**src/rtl/clint_pkg.sv**
```systemverilog
// Shared definitions for the core-local interrupt controller: register
// offsets, FSM state and decode encodings, and the byte-merge helper.
package clint_pkg;

  localparam logic [31:0] CLINT_MSIP_OFF     = 32'h0000_0000;
  localparam logic [31:0] CLINT_MTIMECMP_OFF = 32'h0000_4000;
  localparam logic [31:0] CLINT_MTIME_OFF    = 32'h0000_BFF8;

  typedef enum logic {
    IDLE = 1'b0,
    RESP = 1'b1
  } clint_state_t;

  typedef enum logic [1:0] {
    REG_MSIP     = 2'd0,
    REG_MTIMECMP = 2'd1,
    REG_MTIME    = 2'd2,
    REG_NONE     = 2'd3
  } clint_reg_t;

  // Replace each byte of old whose strobe is set with the matching byte of wdata.
  function automatic logic [63:0] clint_merge(input logic [63:0] old_val,
                                              input logic [63:0] wdata,
                                              input logic [7:0]  strb);
    logic [63:0] res;
    res = old_val;
    for (int i = 0; i < 8; i++) begin
      if (strb[i]) res[8*i +: 8] = wdata[8*i +: 8];
    end
    return res;
  endfunction

endpackage

```
**src/rtl/clint_sync2.sv**
```systemverilog
// Two-flop synchroniser for a single asynchronous level input; clears to 0
// on reset. Adds exactly two cycles of latency on each edge.
module clint_sync2 (
  input  logic clk,
  input  logic reset,
  input  logic i_d,
  output logic o_q
);

  logic r_meta;
  logic r_sync;

  // Shift the raw input through two flops to settle metastability.
  always_ff @(posedge clk or posedge reset) begin
    if (reset) begin
      r_meta <= 1'b0;
      r_sync <= 1'b0;
    end else begin
      r_meta <= i_d;
      r_sync <= r_meta;
    end
  end

  assign o_q = r_sync;

endmodule

```
**src/rtl/clint.sv**
```systemverilog
// Core-local interrupt controller: MSIP / MTIMECMP / MTIME registers behind a
// single-outstanding MMIO port, plus the timer, software and external
// interrupt levels fed to the CSR unit.
module clint
  import clint_pkg::*;
#(
  parameter logic [31:0] BASE_ADDR = 32'h0200_0000,
  parameter int          TICK_DIV  = 1,
  parameter int          ADDR_W    = 32
) (
  input  logic              clk,
  input  logic              reset,
  input  logic              req_valid,
  output logic              req_ready,
  input  logic [ADDR_W-1:0] req_addr,
  input  logic              req_write,
  input  logic [7:0]        req_strb,
  input  logic [63:0]       req_wdata,
  output logic              resp_valid,
  input  logic              resp_ready,
  output logic [63:0]       resp_rdata,
  output logic              resp_err,
  input  logic              ext_irq,
  output logic              trint,
  output logic              swint,
  output logic              exint,
  output logic [63:0]       mtime_o
);

  // A one-bit prescaler is kept even when TICK_DIV is 1 so the logic is uniform.
  localparam int PW = (TICK_DIV > 1) ? $clog2(TICK_DIV) : 1;

  clint_state_t r_state;
  logic         r_req_ready;
  logic         r_resp_valid;
  logic [63:0]  r_resp_rdata;
  logic         r_resp_err;

  logic         r_msip;
  logic [63:0]  r_mtime;
  logic [63:0]  r_mtimecmp;
  logic [PW-1:0] r_presc;
  logic         r_trint;
  logic         r_swint;

  logic              w_accept;
  logic [ADDR_W-1:0] w_offset;
  clint_reg_t        w_sel;
  logic [63:0]       w_rd_value;
  logic              w_wr_msip;
  logic              w_wr_mtimecmp;
  logic              w_wr_mtime;
  logic              w_tick;
  logic [PW-1:0]     w_presc_next;
  logic              w_msip_next;
  logic [63:0]       w_mtime_next;
  logic [63:0]       w_mtimecmp_next;

  assign w_accept = (r_state == IDLE) && req_valid;
  assign w_offset = req_addr - ADDR_W'(BASE_ADDR);

  // Decode the window offset and select the pre-update value for loads.
  always_comb begin
    w_sel      = REG_NONE;
    w_rd_value = 64'd0;
    if (w_offset == ADDR_W'(CLINT_MSIP_OFF)) begin
      w_sel      = REG_MSIP;
      w_rd_value = {63'd0, r_msip};
    end else if (w_offset == ADDR_W'(CLINT_MTIMECMP_OFF)) begin
      w_sel      = REG_MTIMECMP;
      w_rd_value = r_mtimecmp;
    end else if (w_offset == ADDR_W'(CLINT_MTIME_OFF)) begin
      w_sel      = REG_MTIME;
      w_rd_value = r_mtime;
    end
  end

  assign w_wr_msip     = w_accept && req_write && (w_sel == REG_MSIP);
  assign w_wr_mtimecmp = w_accept && req_write && (w_sel == REG_MTIMECMP);
  assign w_wr_mtime    = w_accept && req_write && (w_sel == REG_MTIME);

  // The prescaler wraps at TICK_DIV-1; that wrap is the mtime tick. An mtime
  // store restarts the prescaler and overrides any tick in the same cycle.
  assign w_tick       = (r_presc == PW'(TICK_DIV - 1));
  assign w_presc_next = (w_wr_mtime || w_tick) ? '0 : r_presc + PW'(1);

  assign w_msip_next     = (w_wr_msip && req_strb[0]) ? req_wdata[0] : r_msip;
  assign w_mtimecmp_next = w_wr_mtimecmp ? clint_merge(r_mtimecmp, req_wdata, req_strb)
                                         : r_mtimecmp;
  assign w_mtime_next    = w_wr_mtime ? clint_merge(r_mtime, req_wdata, req_strb)
                         : (w_tick ? r_mtime + 64'd1 : r_mtime);

  // Request/response handshake FSM with registered port outputs.
  always_ff @(posedge clk or posedge reset) begin
    if (reset) begin
      r_state      <= IDLE;
      r_req_ready  <= 1'b1;
      r_resp_valid <= 1'b0;
      r_resp_rdata <= 64'd0;
      r_resp_err   <= 1'b0;
    end else begin
      case (r_state)
        IDLE: begin
          if (req_valid) begin
            r_state      <= RESP;
            r_req_ready  <= 1'b0;
            r_resp_valid <= 1'b1;
            r_resp_rdata <= req_write ? 64'd0 : w_rd_value;
            r_resp_err   <= (w_sel == REG_NONE);
          end
        end
        RESP: begin
          if (resp_ready) begin
            r_state      <= IDLE;
            r_req_ready  <= 1'b1;
            r_resp_valid <= 1'b0;
            r_resp_rdata <= 64'd0;
            r_resp_err   <= 1'b0;
          end
        end
        default: begin
          r_state      <= IDLE;
          r_req_ready  <= 1'b1;
          r_resp_valid <= 1'b0;
        end
      endcase
    end
  end

  // Timer/soft-interrupt state and the registered interrupt levels, which are
  // computed from post-update values so they never lag the registers by more
  // than one cycle.
  always_ff @(posedge clk or posedge reset) begin
    if (reset) begin
      r_msip     <= 1'b0;
      r_mtime    <= 64'd0;
      r_mtimecmp <= 64'hFFFF_FFFF_FFFF_FFFF;
      r_presc    <= '0;
      r_trint    <= 1'b0;
      r_swint    <= 1'b0;
    end else begin
      r_msip     <= w_msip_next;
      r_mtime    <= w_mtime_next;
      r_mtimecmp <= w_mtimecmp_next;
      r_presc    <= w_presc_next;
      r_trint    <= (w_mtime_next >= w_mtimecmp_next);
      r_swint    <= w_msip_next;
    end
  end

  clint_sync2 u_ext_sync (
    .clk   (clk),
    .reset (reset),
    .i_d   (ext_irq),
    .o_q   (exint)
  );

  assign req_ready  = r_req_ready;
  assign resp_valid = r_resp_valid;
  assign resp_rdata = r_resp_rdata;
  assign resp_err   = r_resp_err;
  assign trint      = r_trint;
  assign swint      = r_swint;
  assign mtime_o    = r_mtime;

endmodule

```
**config.mk**
```make
export PLATFORM = sky130hd
export DESIGN_NAME = clint
export DESIGN_NICKNAME = d
export VERILOG_FILES = /design/src/rtl/clint_pkg.sv /design/src/rtl/clint_sync2.sv /design/src/rtl/clint.sv
export SDC_FILE = /design/constraint.sdc
export NUM_CORES = 1
export LEC_CHECK = 0
export CAP_MARGIN = 25
export CORE_UTILIZATION = 40
export CTS_BUF_LIST = sky130_fd_sc_hd__clkbuf_4 sky130_fd_sc_hd__clkbuf_8
export CTS_CLUSTER_DIAMETER = 60
export DETAILED_ROUTE_END_ITERATION = 12
export GPL_TIMING_DRIVEN = 0
export PLACE_DENSITY = 0.68
export REMOVE_ABC_BUFFERS = 1
export SYNTH_ARGS = -nofsm -noshare
export SYNTH_HDL_FRONTEND = slang
export SYNTH_SLANG_ARGS = --single-unit
```
**constraint.sdc**
```tcl
create_clock -name clk -period 7.34 [get_ports clk]
set_input_delay 1.101 -clock clk [delete_from_list [all_inputs] [get_ports clk]]
set_output_delay 1.101 -clock clk [all_outputs]
set_load 0.01 [all_outputs]
```
After elaboration in Yosys (flattened, before gate mapping)
Cells that the tools add are included.
Word-level totals
  register bits: 201
  output and inout port bits: 134
Cells by class
  $add $sub $neg: 3
  magnitude comparators: 1
  eq/ne operators: 7
  mux-type cells: 41
  bitwise logic cells: 2
  reduce and logical (&&, ||, !) cells: 10
Operators with widths (number)
  two-way mux 64 bit: 9
  two-way mux 8 bit: 16
  one-hot mux 64 bit (2 select lines): 1
  adder 64 x 1 -> 64 bit, second input constant: 1
  greater-or-equal comparator 64 bit: 1
  equality test 32 x 15 -> 1 bit, second input constant: 1
  equality test 32 x 16 -> 1 bit, second input constant: 1
  logical NOT 32 bit: 1
  subtractor 32 x 26 -> 32 bit, second input constant: 1
  two-way mux 1 bit: 9
  one-hot mux 1 bit (2 select lines): 4
  logical AND 1 bit: 6
  equality test 2 bit, second input constant: 2
  two-way mux 2 bit: 2
  inequality test 2 bit, second input constant: 2
  equality test 2 x 1 -> 1 bit, second input constant: 1
  logical NOT 2 bit: 1
  inverter 1 bit: 2
  AND reduction 2 bit: 1
  adder 1 bit, second input constant: 1
  logical OR 1 bit: 1

Depth between registers and ports, before layout
Gate-level depths: netlist of the first run.
  word-level depth: 9
  depth in mapped cells: 20
  mapped depth without buffers: 17

Modules after synthesis
Synthesis of the first run repeated with hierarchy kept, for this count alone.
Unflattened totals
  cell total of the unflattened synthesis: 1215
  area, all modules: 11913.9 um^2
By module, submodules not included
  clint: times used 1, cells an instance 1212, area an instance 11860.1 um^2, seq. area each 5061.1 um^2
  clint_sync2: times used 1, cells an instance 3, area an instance 53.8 um^2, seq. area each 50.0 um^2

Worst setup path before layout of the first run
No wires, ideal clock.
  path type: input-to-reg
  from: input port req_addr[25]
  to: register r_trint (netlist: trint)
  setup time: 0.124 ns
  data arrival time: 4.341 ns
  slack: 2.875 ns
  stages: 20
  path buffers: 3
  path through: inv_1 > ha_1 > nor4b_1 > and4_1 > and2_1 > and3_1 > buf_4 > and3b_1 > buf_12 > nand2_4 > buf_6 > mux2i_1 > ha_1 > a211oi_1 > o22ai_1 > nor4_1 > o22ai_1 > a2111oi_0 > o31a_1 > a21oi_1
On the way
  longest elaborated chain between the ends: 9
RTL lines
  start, declared: line clint.sv:15  | input logic [ADDR_W-1:0] req_addr,
  subtractor 32 x 26 -> 32 bit *: line clint.sv:60  | assign w_offset = req_addr - ADDR_W'(BASE_ADDR);
  equality test 32 x 16 -> 1 bit: line clint.sv:72  | end else if (w_offset == ADDR_W'(CLINT_MTIME_OFF)) begin
  two-way mux 1 bit: line clint.sv:72
  two-way mux 2 bit: line clint.sv:69  | end else if (w_offset == ADDR_W'(CLINT_MTIMECMP_OFF)) begin
  two-way mux 2 bit *: line clint.sv:66  | if (w_offset == ADDR_W'(CLINT_MSIP_OFF)) begin
  equality test 2 bit / equality test 2 x 1 -> 1 bit (equally long branches): line clint.sv:80, clint.sv:79
  logical AND 1 bit (on tied branches): line clint.sv:80, clint.sv:79
  two-way mux 64 bit (on tied branches): line clint.sv:90, clint.sv:88
  greater-or-equal comparator 64 bit *: line clint.sv:146  | r_trint <= (w_mtime_next >= w_mtimecmp_next);
  end signal, assigned: line clint.sv:146
  end, declared: line clint.sv:43  | logic r_trint;
Every way passes the cells marked *; elsewhere a longest branch is shown, timed or not.
A chain may end at the register's enable or synchronous reset.

Worst setup path after layout of the first run
Ends and elaborated chain as after synthesis.

==> impl_metrics.py, run 1 <==
metrics = {
    "final_layout": {
        "final_nets": 1582,
        "final_cell_area_um2": 15400,
        "final_util_pct": 53.8,
        "fillers": 2592,
        "final_cell_mix": "clkdlybuf4s50_1, dfrtp_1, nand2_1",
        "area_growth_pct": 32.0,
        "final_cells": 1821,
        "layout_commonest_cell": "clkdlybuf4s50_1",
        "drive_gt1_share_pct": 16.4,
    },
    "sta": {
        "setup_violations": 0,
        "holdWs_ns": 0.347,
        "timing.fmax_mhz": 152,
        "setup_slack_ns": 0.757,
        "fin_setup_tns_ns": 0,
        "maxSlewViolCount": 0,
        "min_period_over_period_pct": 89.7,
        "fin_skew_ns": 0.0451,
        "worst_pin_slew_ns": 0.927,
        "fin_crit_ns": 6.58,
        "hold_violations": 0,
        "rsz0062_at_grt": "no",
        "relSlewSlack_pct": 38.2,
    },
    "pwr": {
        "peakVddDrop_mv": 0.110,
        "leakage_nw": 6.55,
        "power_mw": 2.76,
        "power_density_nw_per_um2": 179,
    },
    "clock_network": {
        "cts_root_buf": "clkbuf_8",
        "clock_sinks": 201,
        "cts_tree": "yes",
        "ctsHoldBuffers": 0,
        "clkLatencyLatePin_ns": 0.54,
        "cts_max_path_buffers": 3,
        "cts_resized": 0,
        "cts.reportedPaths.clkPinSlew_ns": 0.06,
        "cts_buffers": 39,
        "cts_max_level": 2,
        "cts_setup_buffers": 0,
    },
    "place": {
        "gp_congestion": 0.895,
        "dp_slack_ns": 0.276,
        "hpwl_um": 24800,
        "place_area_um2": 14500,
        "io_buffers": 243,
        "dp_cells": 1749,
    },
    "setup_path": {
        "cp_top_family": "simple AND/OR/NAND/NOR gates",
        "slowest_stage": "and3_4",
        "cp_data_arrival_time_ns": 7.01,
        "r2r_cells": 16,
        "reg2reg_from": "mtime_o[0]",
        "crit_required_ns": 7.77,
        "endpoint_kind": "register",
        "worstPathMaxFanout": 64,
        "path_cells": "clkdlybuf4s50_1 > inv_1 > ha_1 > nor4b_1 > and4_1 > and2_1 > and3_4 > and3b_1 > buf_8 > nand2_4 > mux2i_1 > ha_1 > nand4_1 > nor4_1 > o21ai_0 > o22ai_1 > a2111oi_0 > o31a_1 > a21oi_1",
        "r2r_slack_ns": 1.83,
        "max_stage_delay_ns": 0.78,
        "critPathLaunch": "req_addr[25]",
        "setup.worst_path.start_class": "primary input",
        "rr_endpoint": "trint",
        "cp_num_buf_inv": 3,
        "crit_type": "in -> reg",
        "cp_common_cell": "ha_1",
    },
    "run": {
        "max_cap_viol_count": 0,
    },
    "global_route": {
        "overflow": 0,
        "grtUsageTotal_pct": 23.1,
        "antenna_found_initial": 2,
        "grt_first_pass_wirelength_um": 56100,
        "grt_max_degree": 124,
        "grt_pass1_vias": 10400,
    },
    "floorplan": {
        "die_height_um": 173,
        "core_um2": 28700,
        "rows": 62,
        "design.die.area_um2": 29900,
        "die_x_um": 173,
        "start_util_pct": 40.7,
        "io_pins": 244,
    },
    "synthesis": {
        "synth_area_um2": 11700,
        "synth_seq_area_share_pct": 43.7,
        "ys.flop_type": "dfrtp_1",
        "synth-edff-count": 0,
        "async_reset_ff_share_pct": 100,
        "syn_area_per_cell_um2": 10.0,
        "synth_cell_types": 64,
        "synthCells": 1167,
        "yosysWarningCount": 0,
        "ys_ff_latch": 201,
    },
    "min_path": {
        "hold_class": "reg -> reg",
        "whs_path_depth": 0,
        "whs_endpoint": "u_ext_sync.o_q",
        "min_from": "u_ext_sync.r_meta",
    },
    "detailed_routing": {
        "vias": 10300,
        "drtIter0Drc": 648,
        "wl_um": 34600,
        "firstDrtPassIters": 7,
        "wl_per_cell_um": 19.0,
        "drc": 0,
        "viasPerCell": 5.68,
        "ant_nets": 0,
    },
    "outcome": {
        "status": "complete, no violations",
    },
}
==> per-layer routing <==
metal / track usage [%] / routed length [um] / up-vias / share of wire [%]
met5: 0 / 0 / - / 0
met4: 8.48 / 1010 / 0 / 2.9
met2: 38.0 / 16200 / 324 / 47
li1: - / - / 4901 / -
met3: 4.64 / 1920 / 72 / 5.5
met1: 30.1 / 15500 / 5038 / 45
==> state kept, by name, summed over array words and instances (netlist names) <==
| name | count |
|---|---|
| mtime_o | 64 |
| r_mtimecmp | 64 |
| resp_rdata | 64 |
| r_presc | 1 |
| r_state | 1 |
| req_ready | 1 |
| resp_err | 1 |
| resp_valid | 1 |
| swint | 1 |
| trint | 1 |
| u_ext_sync.o_q | 1 |
| u_ext_sync.r_meta | 1 |
==> cell type report <==
cell class | count | area (um^2) | share of cell area, %
Sequential cell | 201 | 5110 | 33.1
Timing Repair Buffer | 252 | 2620 | 17.0
Antenna cell | 2 | 5.00 | 0.0324
Tap cell | 384 | 480 | 3.11
Clock inverter | 6 | 86.3 | 0.559
Inverter | 20 | 82.6 | 0.535
Multi-Input combinational cell | 892 | 6250 | 40.5
Clock buffer | 64 | 800 | 5.18
==> cell families after synthesis <==
| logic type | count (synthesis) | share of synthesized area [%] |
|---|---|---|
| adder cells (fa/ha/maj) | 66 | 7.06 |
| flip-flops | 201 | 43.7 |
| multiplexers | 130 | 12.4 |
| AND/OR/NAND/NOR | 378 | 15.8 |
| other | 1 | 0.0321 |
| AO/OA/AOI/OAI | 314 | 17.7 |
| XOR/XNOR | 3 | 0.225 |
| buffers and inverters | 74 | 3.09 |
==> cells in the mapped netlist, drive strengths merged (19+ instances only) <==
cell type  number  area share [%]
nand2         138             4.9
dfrtp         136              29
nor2           90             2.9
o21ai          90             3.9
ha             66             7.1
dfstp          65              15
mux2           65             6.8
mux2i          65             5.6
a22oi          63             4.0
a21oi          48             2.1
clkbuf         41             1.3
nand3          40             1.7
nand4          29             1.6
inv            20            0.64
a211oi         19             1.2
==> worst max-delay path by stage <==
| stage | end | slack [ns] | depth (start not counted) |
|---|---|---|---|
| after floorplan | mtime_o[0] | 0.86 | 1 |
| after CTS | trint | 0.80 | 19 |
| after detailed placement | trint | 0.28 | 19 |
| final | trint | 0.76 | 19 |
| after global routing | trint | 0.47 | 19 |
| after global placement | resp_rdata[19] | -2.16 | 2 |
==> power breakdown <==
| part | switching (mW) | leakage [nW] | internal, mW |
|---|---|---|---|
| sequential | 0.0462 | 2.41 | 1.14 |
| clock | 0.489 | 0.467 | 0.758 |
| combinational | 0.164 | 3.67 | 0.164 |
| total | 0.699 | 6.55 | 2.06 |
No activity file was read; power rests on OpenSTA's default activity.
==> run 2: changes to the inputs <==
CORE_UTILIZATION = 30   (was 40)
PLACE_DENSITY = 0.55   (was 0.68)
==> run 2 against run 1 <==
Net effect:
- register-to-register slack about the same
- largest power group unchanged
- critical path type unchanged
- worst setup slack improved by 0.26 ns
- count of clock-buffer cells in the layout increased by 3
- via count about the same
- fmax increased by 4.1%
- total power increased by 6.8%
- non-clock buffer count increased by 2
- critical path depth unchanged
- largest cell class unchanged
==> impl_metrics.py, run 2 (synthesis results as in run 1) <==
metrics = {
    "outcome": {
        "status": "complete, no violations",
    },
    "setup_path": {
        "slowest_stage": "o311ai_0",
        "worstPathMaxFanout": 32,
        "endpoint_kind": "register",
        "crit_type": "in -> reg",
        "path_cells": "clkdlybuf4s50_1 > inv_1 > ha_1 > nor4b_1 > and4_1 > and2_1 > and3_4 > and3b_1 > buf_16 > nand2_4 > mux2i_1 > ha_1 > a21oi_1 > o21ai_0 > a221oi_1 > o21ai_0 > o311ai_0 > o31a_1 > a21oi_1",
        "max_stage_delay_ns": 0.78,
        "setup.worst_path.start_class": "primary input",
        "cp_data_arrival_time_ns": 6.84,
        "crit_required_ns": 7.85,
    },
    "sta": {
        "fin_crit_ns": 6.32,
        "fin_skew_ns": 0.0634,
        "maxSlewViolCount": 0,
        "relSlewSlack_pct": 36.4,
        "rsz0062_at_grt": "no",
        "setup_slack_ns": 1.02,
        "setup_violations": 0,
        "worst_pin_slew_ns": 0.954,
        "min_period_over_period_pct": 86.1,
        "holdWs_ns": 0.376,
        "hold_violations": 0,
        "timing.fmax_mhz": 158,
    },
    "global_route": {
        "grt_pass1_vias": 10300,
        "grt_first_pass_wirelength_um": 59700,
        "overflow": 0,
        "antenna_found_initial": 3,
        "grtUsageTotal_pct": 19.5,
        "grt_max_degree": 109,
    },
    "detailed_routing": {
        "drc": 0,
        "drtIter0Drc": 421,
        "ant_nets": 0,
        "vias": 10300,
        "firstDrtPassIters": 5,
        "viasPerCell": 5.27,
        "wl_um": 38900,
        "wl_per_cell_um": 19.8,
    },
    "clock_network": {
        "cts_setup_buffers": 0,
        "clock_sinks": 201,
        "cts_tree": "yes",
        "cts.reportedPaths.clkPinSlew_ns": 0.06,
        "cts_root_buf": "clkbuf_8",
        "clkLatencyLatePin_ns": 0.63,
        "cts_max_level": 2,
        "cts_max_path_buffers": 3,
        "ctsHoldBuffers": 0,
        "cts_buffers": 44,
        "cts_resized": 0,
    },
    "run": {
        "max_cap_viol_count": 0,
    },
    "floorplan": {
        "io_pins": 244,
        "core_um2": 38000,
        "die_x_um": 199,
        "die_height_um": 199,
        "rows": 71,
        "start_util_pct": 30.7,
        "design.die.area_um2": 39800,
    },
    "final_layout": {
        "final_util_pct": 41.5,
        "multi_input_area_um2": 6250,
        "seqCellArea_um2": 5110,
        "layout_commonest_cell": "clkdlybuf4s50_1",
        "final_nets": 1589,
        "fillers": 3794,
        "drive_gt1_share_pct": 17.3,
        "area_growth_pct": 35.0,
        "final_cell_mix": "clkdlybuf4s50_1, dfrtp_1, nand2_1",
    },
    "pwr": {
        "power_density_nw_per_um2": 187,
        "leakage_nw": 6.62,
        "peakVddDrop_mv": 0.112,
    },
    "place": {
        "hpwl_um": 28100,
        "io_buffers": 243,
        "dp_slack_ns": 0.193,
        "gp_congestion": 0.838,
    },
    "min_path": {
        "hold_class": "reg -> reg",
    },
}
run 2: changes by cell type in the layout (fill, tap and decap cells not counted), sizes merged:
cell      change
clkinv        +2
clkbuf        +3
bufinv        +1
diode         -1
clkinvlp      +4
buf           +2
inv           +2
run 2: layout make-up:
type | instances | area share, %
multi-input cells | 892 | 39.6
flip-flops and latches | 201 | 32.4
repair buffers | 254 | 16.9
clock buffers | 67 | 5.41
well taps | 511 | 4.05
clock inverters | 15 | 1.09
inverters | 20 | 0.523
diodes | 1 | 0.0159
run 2: final timing paths:
| path | startpoint | to | slack (ns) | cells past startpoint |
|---|---|---|---|---|
| worst max-delay path | req_addr[25] | trint | 1.02 | 19 |
| worst min-delay path | u_ext_sync.r_meta | u_ext_sync.o_q | 0.38 | 0 |
| worst max register to register | mtime_o[0] | trint | 1.84 | 16 |
| worst min register to register | u_ext_sync.r_meta | u_ext_sync.o_q | 0.38 | 0 |
| max in group asynchronous | reset | resp_rdata[20] | 5.26 | 3 |
| min in group asynchronous | reset | resp_rdata[61] | 0.99 | 2 |
run 2: metrics by stage:
step	total power, mW	std cells	cell area [um^2]	TNS, ns
2_1_floorplan	1.32	1113	11400	0
3_3_place_gp	1.51	1867	14500	-357.56
3_5_place_dp	1.53	1878	14700	0
4_1_cts	2.99	1960	15800	0
5_1_grt	3.08	1961	15800	0
6_report	2.94	1961	15800	0
run 2: routing by layer:
metal	GRT usage, %	share of wire [%]	vias up
met3	3.73	5.3	74
met2	31.7	48	252
li1	-	-	4916
met4	7.55	2.5	4
met1	25.5	45	5079
met5	0	0.051	-
run 2: critical path: cells and delay by family:
family / cells / cell delay (ns)
AND/OR/NAND/NOR: 6 / 2.10
AO/OA/AOI/OAI: 7 / 2.08
buffers and inverters: 3 / 0.77
adder cells (fa/ha/maj): 2 / 0.52
multiplexers: 1 / 0.22
run 2: report_power, final:
| part | internal (mW) | total [mW] | switching (mW) |
|---|---|---|---|
| Clock | 0.856 | 1.43 | 0.573 |
| Sequential | 1.14 | 1.19 | 0.0484 |
| Combinational | 0.163 | 0.330 | 0.167 |
==> run 3: changes to the inputs <==
CORE_ASPECT_RATIO = 1.5   (was default)
CTS_CLUSTER_DIAMETER = default   (was 60)
==> run 3 against run 2 <==
Net effect:
- clock power fell by 11%
- worst setup slack worse by 0.081 ns
- critical path depth is 2 lower
- global-route usage grew 0.22 points
- first-iteration DRC count is 48% higher
- cell count down 1.3%
- sequential share of layout area rose by 0.29 points
- die area barely moved
- non-clock buffer count up 1
- sequential power barely moved
- design area decreased by 0.88%
- critical path type unchanged
==> impl_metrics.py, run 3 (synthesis results as in run 1) <==
metrics = {
    "sta": {
        "fin_crit_ns": 6.40,
        "timing.fmax_mhz": 156,
        "fin_skew_ns": 0.0227,
        "worst_pin_slew_ns": 0.833,
        "rsz0062_at_grt": "no",
        "maxSlewViolCount": 0,
        "min_period_over_period_pct": 87.2,
        "relSlewSlack_pct": 44.0,
        "hold_violations": 0,
        "fin_setup_tns_ns": 0,
        "holdWs_ns": 0.358,
        "setup_violations": 0,
    },
    "final_layout": {
        "layout_commonest_cell": "clkdlybuf4s50_1",
        "final_cell_mix": "clkdlybuf4s50_1, dfrtp_1, nand2_1",
        "final_nets": 1584,
        "multi_input_area_um2": 6250,
        "drive_gt1_share_pct": 16.6,
        "fillers": 3790,
        "area_growth_pct": 33.8,
        "seqCellArea_um2": 5110,
    },
    "setup_path": {
        "rr_endpoint": "trint",
        "r2r_cells": 16,
        "reg2reg_from": "mtime_o[0]",
        "crit_type": "in -> reg",
        "r2r_slack_ns": 1.58,
        "crit_required_ns": 7.82,
        "setup.worst_path.start_class": "primary input",
        "cp_data_arrival_time_ns": 6.88,
        "worstPathMaxFanout": 22,
        "endpoint_kind": "register",
    },
    "detailed_routing": {
        "wl_per_cell_um": 20.2,
        "routed-wl-met2_um": 20200,
        "wl_met1_um": 15400,
        "dr_wl_met3_um": 1920,
        "wl_um": 39000,
        "ant_nets": 0,
        "firstDrtPassIters": 5,
        "viasPerCell": 5.33,
        "vias": 10300,
        "routed.top_layer": "met5",
        "drtIter0Drc": 625,
        "drc": 0,
    },
    "clock_network": {
        "cts.reportedPaths.clkPinSlew_ns": 0.06,
        "cts_max_path_buffers": 3,
        "cts_tree": "yes",
        "ctsHoldBuffers": 0,
        "cts_resized": 0,
        "cts_root_buf": "clkbuf_8",
        "clock_sinks": 201,
        "cts_max_level": 2,
        "cts_buffers": 38,
        "cts_setup_buffers": 0,
        "clkLatencyLatePin_ns": 0.56,
    },
    "pwr": {
        "power_density_nw_per_um2": 178,
        "power_mw": 2.79,
        "leakage_nw": 6.57,
        "peakVddDrop_mv": 0.133,
    },
    "floorplan": {
        "io_pins": 244,
        "design.die.area_um2": 39800,
        "core_um2": 38400,
        "rows": 88,
        "die_x_um": 163,
        "start_util_pct": 30.4,
        "die_height_um": 244,
    },
    "global_route": {
        "grt_max_degree": 106,
        "grtUsageTotal_pct": 19.7,
        "antenna_found_initial": 5,
        "grt_pass1_vias": 10600,
        "grt_first_pass_wirelength_um": 60900,
        "overflow": 0,
    },
    "min_path": {
        "whs_path_depth": 0,
        "hold_class": "reg -> reg",
        "whs_endpoint": "u_ext_sync.o_q",
        "min_from": "u_ext_sync.r_meta",
    },
    "place": {
        "hpwl_um": 28600,
        "gp_congestion": 0.874,
        "io_buffers": 243,
    },
    "outcome": {
        "status": "complete, no violations",
    },
    "run": {
        "max_cap_viol_count": 0,
    },
}
-- run 3: changes by cell type in the layout (fill, tap and decap cells not counted), sizes merged --
cell      delta
clkbuf      -14
clkinv       +5
buf          +1
diode        +2
clkinvlp     -3
inv          -1
bufinv       +1
-- run 3: per-stage QoR --
step | util (%) | instances | instance area, um^2 | setup slack (ns)
after floorplan | - | 1113 | 11400 | 0.864
after global placement | 37.6 | 1851 | 14500 | -2.62
after detailed placement | 38.4 | 1863 | 14800 | 0.398
after CTS | 40.7 | 1933 | 15600 | 0.974
after global routing | 40.7 | 1936 | 15600 | 0.772
final | 40.7 | 1936 | 15600 | 0.937
-- run 3: worst max path at each step --
stage / slack (ns) / endpoint / cells after the start / from
finish: 0.94 / trint / 17 / req_addr[14]
global route: 0.77 / trint / 17 / req_addr[14]
floorplan: 0.86 / mtime_o[0] / 1 / reset
detailed placement: 0.40 / trint / 17 / req_addr[14]
global placement: -2.62 / resp_rdata[17] / 2 / reset
CTS: 0.97 / trint / 17 / req_addr[14]
-- run 3: area by class of cell --
class                           count  share of cell area [%]
Antenna cell                        3                  0.0480
Clock buffer                       53                    4.30
Clock inverter                     17                    1.24
Inverter                           20                   0.528
Multi-Input combinational cell    892                    40.0
Sequential cell                   201                    32.7
Tap cell                          495                    3.96
Timing Repair Buffer              255                    17.3
-- run 3: worst max-delay path, stage by stage --
cell and delay, ns:
clkdlybuf4s50_1 0.56, nand4b_1 0.24, nor4_1 0.63, nand4_1 0.75, buf_8 0.41, buf_8 0.18
nand3_1 0.25, or3_1 0.16, nand3_1 0.11, ha_1 0.32, nand4_1 0.24, nor4_1 0.80
o21ai_0 0.30, o22ai_1 0.25, a2111oi_0 0.09, o31a_1 0.30, a21oi_1 0.16
-- run 3: routing by layer --
metal  GRT usage (%)  up-vias
met5               0        -
met4            8.63        4
met3            3.68       79
met2            35.2      294
met1            22.6     5055
li1                -     4892
-- run 3: where the power goes --
part / total [mW] / switching, mW / internal, mW
Sequential: 1.19 / 0.0512 / 1.14
Combinational: 0.323 / 0.163 / 0.160
Clock: 1.27 / 0.533 / 0.741
Total: 2.79 / 0.747 / 2.04
==> edit (flow settings as in run 2) <==
Make the reset (`reset`) synchronous in 3 clocked blocks. Comments in the files are not updated.
--- a/src/rtl/clint_sync2.sv
+++ b/src/rtl/clint_sync2.sv
@@ -12,5 +12,5 @@
 
   // Shift the raw input through two flops to settle metastability.
-  always_ff @(posedge clk or posedge reset) begin
+  always_ff @(posedge clk) begin
     if (reset) begin
       r_meta <= 1'b0;
--- a/src/rtl/clint.sv
+++ b/src/rtl/clint.sv
@@ -92,5 +92,5 @@
 
   // Request/response handshake FSM with registered port outputs.
-  always_ff @(posedge clk or posedge reset) begin
+  always_ff @(posedge clk) begin
     if (reset) begin
       r_state      <= IDLE;
@@ -131,5 +131,5 @@
   // computed from post-update values so they never lag the registers by more
   // than one cycle.
-  always_ff @(posedge clk or posedge reset) begin
+  always_ff @(posedge clk) begin
     if (reset) begin
       r_msip     <= 1'b0;
Function: differs if reset is asserted again (counterexample within 4 cycles, from zero or initial values and one cycle with reset high); with reset held inactive, the same outputs for 4 cycles.
==> edit against run 2 <==
  * Design area down 3.4%
  * Sequential cell count stayed put
  * Routed wire length grew 11%
  * Register-to-register slack better by 460 ps
  * Synthesized area down 2.9%
  * Critical path depth fell by 4
  * Total power down 17%
  * Critical endpoint is now trint$_SDFF_PP0_
  * Core utilization is 0.28 points lower
  * Non-clock buffer count grew 6
  * Setup slack got worse by 41 ps
  * Largest cell class unchanged
==> edit: results (changes against run 2) <==
| Parameter | This run | Change |
|:---|:---|:---|
| Largest cells by area after synthesis | dfxtp_1 (35%), ha_1 (7.3%), mux2i_1 (6.3%) | was dfrtp_1 (29%), dfstp_2 (15%), ha_1 (7.1%) |
| Launching point of the worst reg2reg path | mtime_o[11]$_SDFF_PP0_ | was mtime_o[0]$_DFF_PP0_ |
| Worst hold path startpoint | u_ext_sync.r_meta$_SDFF_PP0_ | was u_ext_sync.r_meta$_DFF_PP0_ |
| Total setup buffers inserted after CTS | 0 | unchanged |
| Proportion of layout cells with a drive suffix above 1 | 7.43% | was 17.3% |
| Residual DRC count | 0 | unchanged |
| Number of global-route vias before repair | 11508 | was 10274 |
| H-tree level count | 2 | unchanged |
| Clock buffer count from CTS | 40 | was 44 |
| Post-detailed-placement half-perimeter wirelength | 31500 microns | was 28100 microns |
| Number of warning messages in the yosys log | 0 | unchanged |
| Most common library cells after synthesis | dfxtp_1 (201), nand2_1 (159), nor2_1 (117) | was dfrtp_1 (136), nand2_1 (130), nor2_1 (90) |
| GP Congestion | 0.856 | was 0.838 |
| Worst hold path class | flip-flop to flip-flop | unchanged |
| Remaining max-slew budget at the tightest pin | 32.8% | was 36.4% |
| Final Skew | 18.9 ps | was 63.4 ps |
| Synth cell types | 71 | was 64 |
| Antenna violations before repair | 1 | was 3 |
| Count of instances resized after the clock tree is built | 0 | unchanged |
| Nets | 1754 | was 1589 |
| Wire per inst | 20.5 microns | was 19.8 microns |
| GRT Total Usage | 21.9% | was 19.5% |
| VDD IR-drop max | 0.117 mV | was 0.112 mV |
| Data arrival at the endpoint of the critical path | 6830 ps | was 6840 ps |
| Iteration-0 DRC count of the detailed router | 715 | was 421 |
| Number of detailed-routing iterations run before antenna repair | 7 | was 5 |
| Number of input and output port buffers inserted | 243 | unchanged |
| Clock network latency to the later pin of the worst-skew pair | 550 ps | was 630 ps |
| Filler Cells Inserted | 3805 | was 3794 |
| Cell at the root of the clock tree | clkbuf_8 | unchanged |
| DR vias/cell | 5.47 | was 5.27 |
| Crit. Startpoint | req_addr[14] | was req_addr[25] |
| Top FF cell, synth | dfxtp_1 | was dfrtp_1 |
| Global-route wire length before repair | 66200 microns | was 59700 microns |
| Share of synthesized area occupied by flip-flops and latches | 35.4% | was 43.7% |
| Clock-pin slew reported for the worst setup and hold paths after clock tree synthesis | 60 ps | about the same |
| Highest fanout seen on the critical path | 41 | was 32 |
| Smallest hold slack | 442 ps | was 376 ps |
| Number of buffers on the longest clock path | 3 | unchanged |
| Result of the run | complete, no violations | unchanged |
| Share of flip-flops with an asynchronous set or reset | 0% | was 100% |
| R2r setup slk | 2300 ps | was 1840 ps |
| Pin count of the biggest net entering global routing | 67 | was 109 |
| Leakage | 0.00608 uW | was 0.00662 uW |
## edit: cell types whose count changed in the layout (fill, tap and decap cells not counted), moves of 36 or more
cell,change
a2bb2oi_1,+48
dfrtp_1,-136
dfstp_2,-65
dfxtp_1,+201
mux2_2,-42
o21ai_0,-36
## edit: cell type report
| cell class | instances | area share [%] |
|---|---|---|
| Clock buffer | 58 | 4.75 |
| Tap cell | 504 | 4.14 |
| Sequential cell | 201 | 26.4 |
| Timing Repair Buffer | 260 | 17.9 |
| Inverter | 32 | 0.805 |
| Multi-Input combinational cell | 1043 | 45.6 |
| Clock inverter | 7 | 0.394 |
| Antenna cell | 1 | 0.0164 |
## edit: logic make-up (layout without fill, tap and decap cells)
family	Yosys count	count (layout)	synth area share [%]
adder cells (fa/ha/maj)	66	66	7.27
AO/OA/AOI/OAI	358	358	22.0
other	1	2	0.0330
AND/OR/NAND/NOR	540	540	24.4
buffers and inverters	111	357	3.93
flip-flops	201	201	35.4
XOR/XNOR	1	1	0.0772
multiplexers	77	77	6.85
## edit: report_power, final
part | internal (uW) | leakage [uW] | switching [uW] | total, uW
clock | 661 | 0.000424 | 502 | 1160
combinational | 84.7 | 0.00403 | 85.5 | 170
sequential | 1100 | 0.00162 | 4.25 | 1100
## edit: layer usage
| layer | GRT usage (%) | part of all wire, % | routed length, microns | up-vias |
|---|---|---|---|---|
| li1 | - | - | - | 5536 |
| met1 | 28.0 | 46 | 19700 | 5561 |
| met2 | 36.9 | 46 | 20000 | 354 |
| met3 | 4.26 | 5.6 | 2430 | 67 |
| met4 | 6.97 | 2.4 | 1020 | 0 |
| met5 | 0 | 0 | 0 | - |
## edit: worst max-delay path, stage by stage
cell             delay, ps
clkdlybuf4s50_1        950
nand4b_1               420
nor4_1                 590
and4_2                 750
buf_12                 290
nand2_1                280
o21ai_0                300
nor2_1                  70
ha_1                   300
and4_1                 240
nand3_1                140
nor3_1                 340
nor3b_1                550
o211ai_1               280
o211ai_1               160
## edit: path summary, 6_finish.rpt
| check | cells after the start | end |
|---|---|---|
| hold reg to reg | 1 | u_ext_sync.o_q$_SDFF_PP0_ |
| setup / recovery | 15 | trint$_SDFF_PP0_ |
| setup reg to reg | 13 | trint$_SDFF_PP0_ |
| hold / removal | 1 | u_ext_sync.o_q$_SDFF_PP0_ |
## edit: per-stage QoR
step           TNS, ps  std cells  worst slack (ps)  area (sq um)
6_report             0       2106               976         15200
5_1_grt              0       2105               422         15200
4_1_cts              0       2105               989         15200
3_5_place_dp         0       2040               410         14400
3_3_place_gp   -327680       2023             -3810         14100
2_1_floorplan        0       1276              2170         11000
